### config.mk
export PLATFORM = sky130hd
export DESIGN_NAME = bwt_mem_req_serializer
export DESIGN_NICKNAME = d
export VERILOG_FILES = /design/src/rtl/bwt_mem_req_serializer_pkg.sv /design/src/rtl/bwt_mem_req_serializer_fifo.sv /design/src/rtl/bwt_mem_req_serializer.sv
export SDC_FILE = /design/constraint.sdc
export NUM_CORES = 1
export LEC_CHECK = 0
export BUFFER_PORTS_ARGS = -buffer_cell sky130_fd_sc_hd__buf_4
export CAP_MARGIN = 10
export CORE_UTILIZATION = 35
export CTS_CLUSTER_DIAMETER = 200
export DETAILED_ROUTE_END_ITERATION = 10
export PLACE_DENSITY_LB_ADDON = 0.3
export SLEW_MARGIN = 25
export SYNTH_ARGS = -nofsm -noshare
export SYNTH_HDL_FRONTEND = slang
export SYNTH_SLANG_ARGS = --single-unit
### constraint.sdc
create_clock -name clk -period 8.3 [get_ports clk]
set_input_delay 1.66 -clock clk [delete_from_list [all_inputs] [get_ports clk]]
set_output_delay 1.66 -clock clk [all_outputs]
set_load 0.02 [all_outputs]
### src/rtl/bwt_mem_req_serializer_pkg.sv
// Shared constants for the BWT memory-request serializer: issue FSM encoding,
// k/l tag select values and default widths.
package bwt_mem_req_serializer_pkg;

  localparam int ADDR_W_DEFAULT       = 42;
  localparam int RN_W_DEFAULT         = 6;
  localparam int DEPTH_DEFAULT        = 16;
  localparam int AFULL_MARGIN_DEFAULT = 4;

  typedef enum logic [1:0] {
    ST_IDLE   = 2'd0,
    ST_SEND_K = 2'd1,
    ST_SEND_L = 2'd2
  } state_e;

  localparam logic SEL_K = 1'b0;
  localparam logic SEL_L = 1'b1;

endpackage

### src/rtl/bwt_mem_req_serializer_fifo.sv
// Synchronous FIFO for k/l request entries; accepts a push while full when a
// pop happens in the same cycle. Head data is read straight from storage.
module bwt_req_fifo #(
  parameter int WIDTH = 8,
  parameter int DEPTH = 16
) (
  input  logic                       clk,
  input  logic                       rst,
  input  logic                       push_i,
  input  logic                       pop_i,
  input  logic [WIDTH-1:0]           wdata_i,
  output logic [WIDTH-1:0]           rdata_o,
  output logic [$clog2(DEPTH+1)-1:0] count_o,
  output logic                       full_o,
  output logic                       empty_o
);

  localparam int AW = $clog2(DEPTH);
  localparam int CW = $clog2(DEPTH+1);

  logic [WIDTH-1:0] mem_q [DEPTH];
  logic [AW-1:0]    wr_ptr_q, wr_ptr_d;
  logic [AW-1:0]    rd_ptr_q, rd_ptr_d;
  logic [CW-1:0]    count_q, count_d;
  logic             push_ok_s, pop_ok_s;

  assign full_o    = (count_q == CW'(DEPTH));
  assign empty_o   = (count_q == CW'(0));
  assign pop_ok_s  = pop_i & ~empty_o;
  assign push_ok_s = push_i & (~full_o | pop_ok_s);
  assign rdata_o   = mem_q[rd_ptr_q];
  assign count_o   = count_q;

  // Pointer and occupancy next-state; pointers wrap naturally at DEPTH.
  always_comb begin
    wr_ptr_d = wr_ptr_q;
    rd_ptr_d = rd_ptr_q;
    count_d  = count_q;
    if (push_ok_s) begin
      wr_ptr_d = wr_ptr_q + AW'(1);
    end else begin
      wr_ptr_d = wr_ptr_q;
    end
    if (pop_ok_s) begin
      rd_ptr_d = rd_ptr_q + AW'(1);
    end else begin
      rd_ptr_d = rd_ptr_q;
    end
    case ({push_ok_s, pop_ok_s})
      2'b10:   count_d = count_q + CW'(1);
      2'b01:   count_d = count_q - CW'(1);
      default: count_d = count_q;
    endcase
  end

  // Pointer and count registers.
  always_ff @(posedge clk or negedge rst) begin
    if (!rst) begin
      wr_ptr_q <= '0;
      rd_ptr_q <= '0;
      count_q  <= '0;
    end else begin
      wr_ptr_q <= wr_ptr_d;
      rd_ptr_q <= rd_ptr_d;
      count_q  <= count_d;
    end
  end

  // Entry storage; contents are don't-care until written, so no reset.
  always_ff @(posedge clk) begin
    if (push_ok_s) begin
      mem_q[wr_ptr_q] <= wdata_i;
    end
  end

endmodule

### src/rtl/bwt_mem_req_serializer.sv
// Buffers k/l occurrence-lookup pairs and issues them as two tagged reads
// (k then l) on a single valid/ready memory port, with early upstream stall.
module bwt_mem_req_serializer
  import bwt_mem_req_serializer_pkg::*;
#(
  parameter int DEPTH        = DEPTH_DEFAULT,
  parameter int ADDR_W       = ADDR_W_DEFAULT,
  parameter int RN_W         = RN_W_DEFAULT,
  parameter int AFULL_MARGIN = AFULL_MARGIN_DEFAULT
) (
  input  logic                       clk,
  input  logic                       rst,
  input  logic                       request_valid,
  input  logic [ADDR_W-1:0]          addr_k,
  input  logic [ADDR_W-1:0]          addr_l,
  input  logic [RN_W-1:0]            read_num,
  output logic                       stall_req,
  output logic                       mem_req_valid,
  output logic [ADDR_W-1:0]          mem_req_addr,
  output logic [RN_W:0]              mem_req_tag,
  input  logic                       mem_req_ready,
  output logic [$clog2(DEPTH+1)-1:0] fifo_count,
  output logic                       overflow_err
);

  localparam int ENTRY_W = RN_W + 2*ADDR_W;
  localparam int CNT_W   = $clog2(DEPTH+1);
  localparam logic [CNT_W-1:0] STALL_LVL = CNT_W'(DEPTH - AFULL_MARGIN);

  state_e              state_q, state_d;
  logic                pop_s;
  logic                full_s, empty_s;
  logic [CNT_W-1:0]    count_s;
  logic [ENTRY_W-1:0]  head_s;
  logic [ADDR_W-1:0]   head_k_s, head_l_s;
  logic [RN_W-1:0]     head_rn_s;
  logic                stall_q, stall_d;
  logic                overflow_q, overflow_d;

  assign {head_rn_s, head_k_s, head_l_s} = head_s;

  bwt_req_fifo #(
    .WIDTH (ENTRY_W),
    .DEPTH (DEPTH)
  ) u_fifo (
    .clk     (clk),
    .rst     (rst),
    .push_i  (request_valid),
    .pop_i   (pop_s),
    .wdata_i ({read_num, addr_k, addr_l}),
    .rdata_o (head_s),
    .count_o (count_s),
    .full_o  (full_s),
    .empty_o (empty_s)
  );

  // Issue FSM next state. Leaving SEND_L goes straight to SEND_K when any
  // entry survives the pop (including one pushed this cycle), so pairs stream.
  always_comb begin
    state_d = state_q;
    pop_s   = 1'b0;
    case (state_q)
      ST_IDLE: begin
        if (!empty_s) state_d = ST_SEND_K;
        else          state_d = ST_IDLE;
      end
      ST_SEND_K: begin
        if (mem_req_ready) state_d = ST_SEND_L;
        else               state_d = ST_SEND_K;
      end
      ST_SEND_L: begin
        if (mem_req_ready) begin
          pop_s = 1'b1;
          if ((count_s > CNT_W'(1)) || request_valid) state_d = ST_SEND_K;
          else                                        state_d = ST_IDLE;
        end else begin
          state_d = ST_SEND_L;
        end
      end
      default: state_d = ST_IDLE;
    endcase
  end

  // Memory port decode from registered state and the FIFO head only.
  always_comb begin
    mem_req_valid = 1'b0;
    mem_req_addr  = '0;
    mem_req_tag   = '0;
    case (state_q)
      ST_SEND_K: begin
        mem_req_valid = 1'b1;
        mem_req_addr  = head_k_s;
        mem_req_tag   = {head_rn_s, SEL_K};
      end
      ST_SEND_L: begin
        mem_req_valid = 1'b1;
        mem_req_addr  = head_l_s;
        mem_req_tag   = {head_rn_s, SEL_L};
      end
      default: begin
        mem_req_valid = 1'b0;
        mem_req_addr  = '0;
        mem_req_tag   = '0;
      end
    endcase
  end

  // Stall follows last cycle's occupancy; overflow latches any dropped push.
  always_comb begin
    stall_d    = (count_s >= STALL_LVL);
    overflow_d = overflow_q | (request_valid & full_s & ~pop_s);
  end

  // State, stall and sticky error registers.
  always_ff @(posedge clk or negedge rst) begin
    if (!rst) begin
      state_q    <= ST_IDLE;
      stall_q    <= 1'b0;
      overflow_q <= 1'b0;
    end else begin
      state_q    <= state_d;
      stall_q    <= stall_d;
      overflow_q <= overflow_d;
    end
  end

  assign stall_req    = stall_q;
  assign overflow_err = overflow_q;
  assign fifo_count   = count_s;

endmodule

==> impl_results.md <==
* Effective utilization at floorplan at 0.354
* Maximum capacitance violations at 0
* Proportion of synthesized chip area in sequential cells at 0.767
* Avg WL per Cell at 26.4 um
* Flip-flop and latch count after synthesis at around 1,500
* CTS sink cnt at roughly 1,500
* Library cell with the highest instance count after synthesis: edfxtp_1
* ANT nets after route at 0
* Pin count of the biggest net entering global routing at 155
* Post-placement worst setup slack at between 2 and 3 ns
* Clk slew on worst S/H paths at ~0.060 ns
* Worst ir drop on vdd at approximately 340 uV
* Critical path launch point type: flop
* Number of synthesized flops with an enable pin at 1,440
* Detailed Routing Iterations Pass 1 at 6
* CTS root buffer: clkbuf_16
* Setup TNS Final at 0 ns
* Setup WS post-layout at roughly 2.1 ns
* Total power at ~22 mW
* WS Path Type: flop to output pin
* Overall die area at 0.164 sq mm
* Type of destination of the critical path: output pin
* Std-Cell Rows at between 100 and 150
* CP arrival at about 4.5 ns
* Pins Over Slew Limit at 0
* Clock network latency to the later pin of the worst-skew pair at 0.77 ns
* Number of warnings reported in the yosys synthesis log at 0
* Most frequent cells after synthesis: edfxtp_1, mux2i_1, a22oi_1
* Synthesized Nets at ~3,300
* Outcome: complete, no violations
* Routability Congestion at roughly 0.72
* Highest net fanout along the worst path at between 100 and 150
* Setup repair bufs after CTS at 0
* Largest cells by area after synthesis: edfxtp_1, mux2i_1, a22oi_1
* Critical path data required time at between 6 and 7 ns
* Leading area contributor after synthesis: edfxtp_1
* Mean post-synth cell area at approximately 18 sq um
* Total Nets Final at about 3,400
* Hold_buf cts at 0
* Number of remaining DRC errors at 0
* Total power density per cell area at between 300 and 400 mW/mm^2
* Chip Width at approximately 400 um
* Final setup skew at about 0.022 ns
* Time the final worst path needs with I/O delays and setup at approximately 6 ns
* Hpwl dp at just over 70,000 um
* Via density per instance at approximately 5.3
* Routed vias at just under 30,000
* Transition at the pin with the smallest max-transition slack at approximately 1.1 ns
* Buffers from clock root to sink, at most at 3
* Final clock period utilization by the worst path at 0.741
* Instance count of the mapped netlist at 3,183
* Netlist area before placement at about 0.057 sq mm
* Portion of synthesized cell area occupied by the leading cell type at 0.760
* Initial DRC count at 2,610
* Antenna violations before repair at 26
* Layout overhead on the synthesized area at 14.1%
* Number of hold violations in the final report at 0
* Global router's overall resource usage at 0.178
* Hold/Removal Path Class: flop to flop
* TritonCTS clock tree: yes
* Share of flip-flops with an asynchronous set or reset after synthesis at 0.0117
* Routed Wire Length at ~150,000 um
* Unique masters post-synth at 44
* I/O Pins at between 150 and 200
* Number of global-route vias before repair at 29,700
* Vertical extent of the die at 405 um
* FMAX at between 0.15 and 0.2 GHz
* Leakage at roughly 22 nW
* Number of buffers created by CTS at 140
* H-tree levels at 4
* CTS resizes at 0
* Unrepaired setup endpoints after global routing: false
* Port Buffers at 150
* Wire length of the first global-routing pass at between 200,000 and 250,000 um
* Setup violators final at 0
* Commonest register cell after synthesis: edfxtp_1
* Area of the core at 0.161 sq mm
* Fraction of layout cells with a size suffix above 1 at 0.135
* Global-route congestion overflow total at 0
* Relative slew margins at 0.281
worst max-delay path: stages, from the launching register on:
cell	delay (ns)
dfrtp_4	0.86
buf_12	0.55
buf_4	0.84
nor2_1	0.41
a22oi_1	0.26
nand3_1	0.19
nand4_1	0.35
buf_4	0.21
routing by layer:
layer  GRT usage  up-vias  share of wire  wire length, um
li1            -    13200              -                -
met1       0.246    15600           0.45            66200
met2       0.286      742           0.47            69900
met3      0.0384      194          0.062             9230
met4      0.0428       32          0.016             2380
met5           0        -         0.0013              195
logic make-up after synthesis:
group / synth area share
flops: 0.767
buf+inv: 0.0199
fa+ha+maj: 0.00330
mux: 0.117
simple gates: 0.0253
compound gates: 0.0654
xor+xnor: 0.00169
path summary, 6_finish.rpt:
kind,start,to,slack [ns],cells after the start
hold reg to reg,overflow_err$_DFF_PN0_,overflow_err$_DFF_PN0_,0.55,1
setup / recovery,u_fifo.rd_ptr_q[0]$_DFFE_PN0P_,mem_req_addr[28],2.15,7
hold / removal,overflow_err$_DFF_PN0_,overflow_err$_DFF_PN0_,0.55,1
setup reg to reg,state_q[0]$_DFF_PN0_,u_fifo.mem_q[8][25]$_DFFE_PP_,4.30,8
min in group asynchronous,rst,u_fifo.count_o[0]$_DFFE_PN0P_,0.83,1
max in group asynchronous,rst,u_fifo.rd_ptr_q[0]$_DFFE_PN0P_,7.14,1
final cells by class:
| class | count | area (sq um) |
|---|---|---|
| Fill cell | 14300 | 96000 |
| Tap cell | 2160 | 2700 |
| Sequential cell | 1457 | 43700 |
| Antenna cell | 3 | 7.51 |
| Timing Repair Buffer | 204 | 1770 |
| Clock inverter | 71 | 699 |
| Multi-Input combinational cell | 1508 | 12300 |
| Clock buffer | 179 | 3790 |
| Inverter | 11 | 41.3 |
layout by cell type (no fill, tap or decap), drive strengths merged, types with 5 or more instances in the layout:
| cell type | n |
|---|---|
| inv | 17 |
| nand4 | 44 |
| o22ai | 8 |
| clkinvlp | 5 |
| a211oi | 67 |
| dfrtp | 17 |
| a221o | 5 |
| o21ai | 71 |
| o221ai | 10 |
| nand2b | 5 |
| mux2i | 598 |
| nand2 | 27 |
| edfxtp | 1440 |
| nand3 | 97 |
| a22oi | 173 |
| mux4 | 24 |
| clkbuf | 179 |
| nor3 | 74 |
| nor2b | 5 |
| nor2 | 19 |
| o31ai | 67 |
| a21oi | 153 |
| buf | 204 |
| ha | 15 |
| clkinv | 50 |
| xnor2 | 8 |
| mux2 | 13 |
| bufinv | 10 |
state kept, by name, summed over array words and instances (netlist names):
register         count
u_fifo.mem_q      1440
u_fifo.wr_ptr_q      4
u_fifo.rd_ptr_q      4
u_fifo.count_o       5
overflow_err         1
state_q              2
stall_req            1
power by group:
group | switching [mW] | total [mW] | leakage, nW | internal [mW]
Sequential | 0.335 | 9.20 | 13.2 | 8.86
Clock | 2.70 | 6.26 | 2.18 | 3.56
Combinational | 4.09 | 6.22 | 6.12 | 2.13
Total | 7.12 | 21.7 | 21.5 | 14.5
through the flow:
step,area (sq um),instances,utilization,hold slack [ns]
floorplan,56900,3183,-,0.564
global placement,60400,5338,0.376,0.466
detailed placement,60500,5339,0.376,0.508
CTS,65000,5589,0.404,0.526
global route,65000,5591,0.404,0.540
finish,65000,5593,0.404,0.554
(Power assumes the default switching activity.)
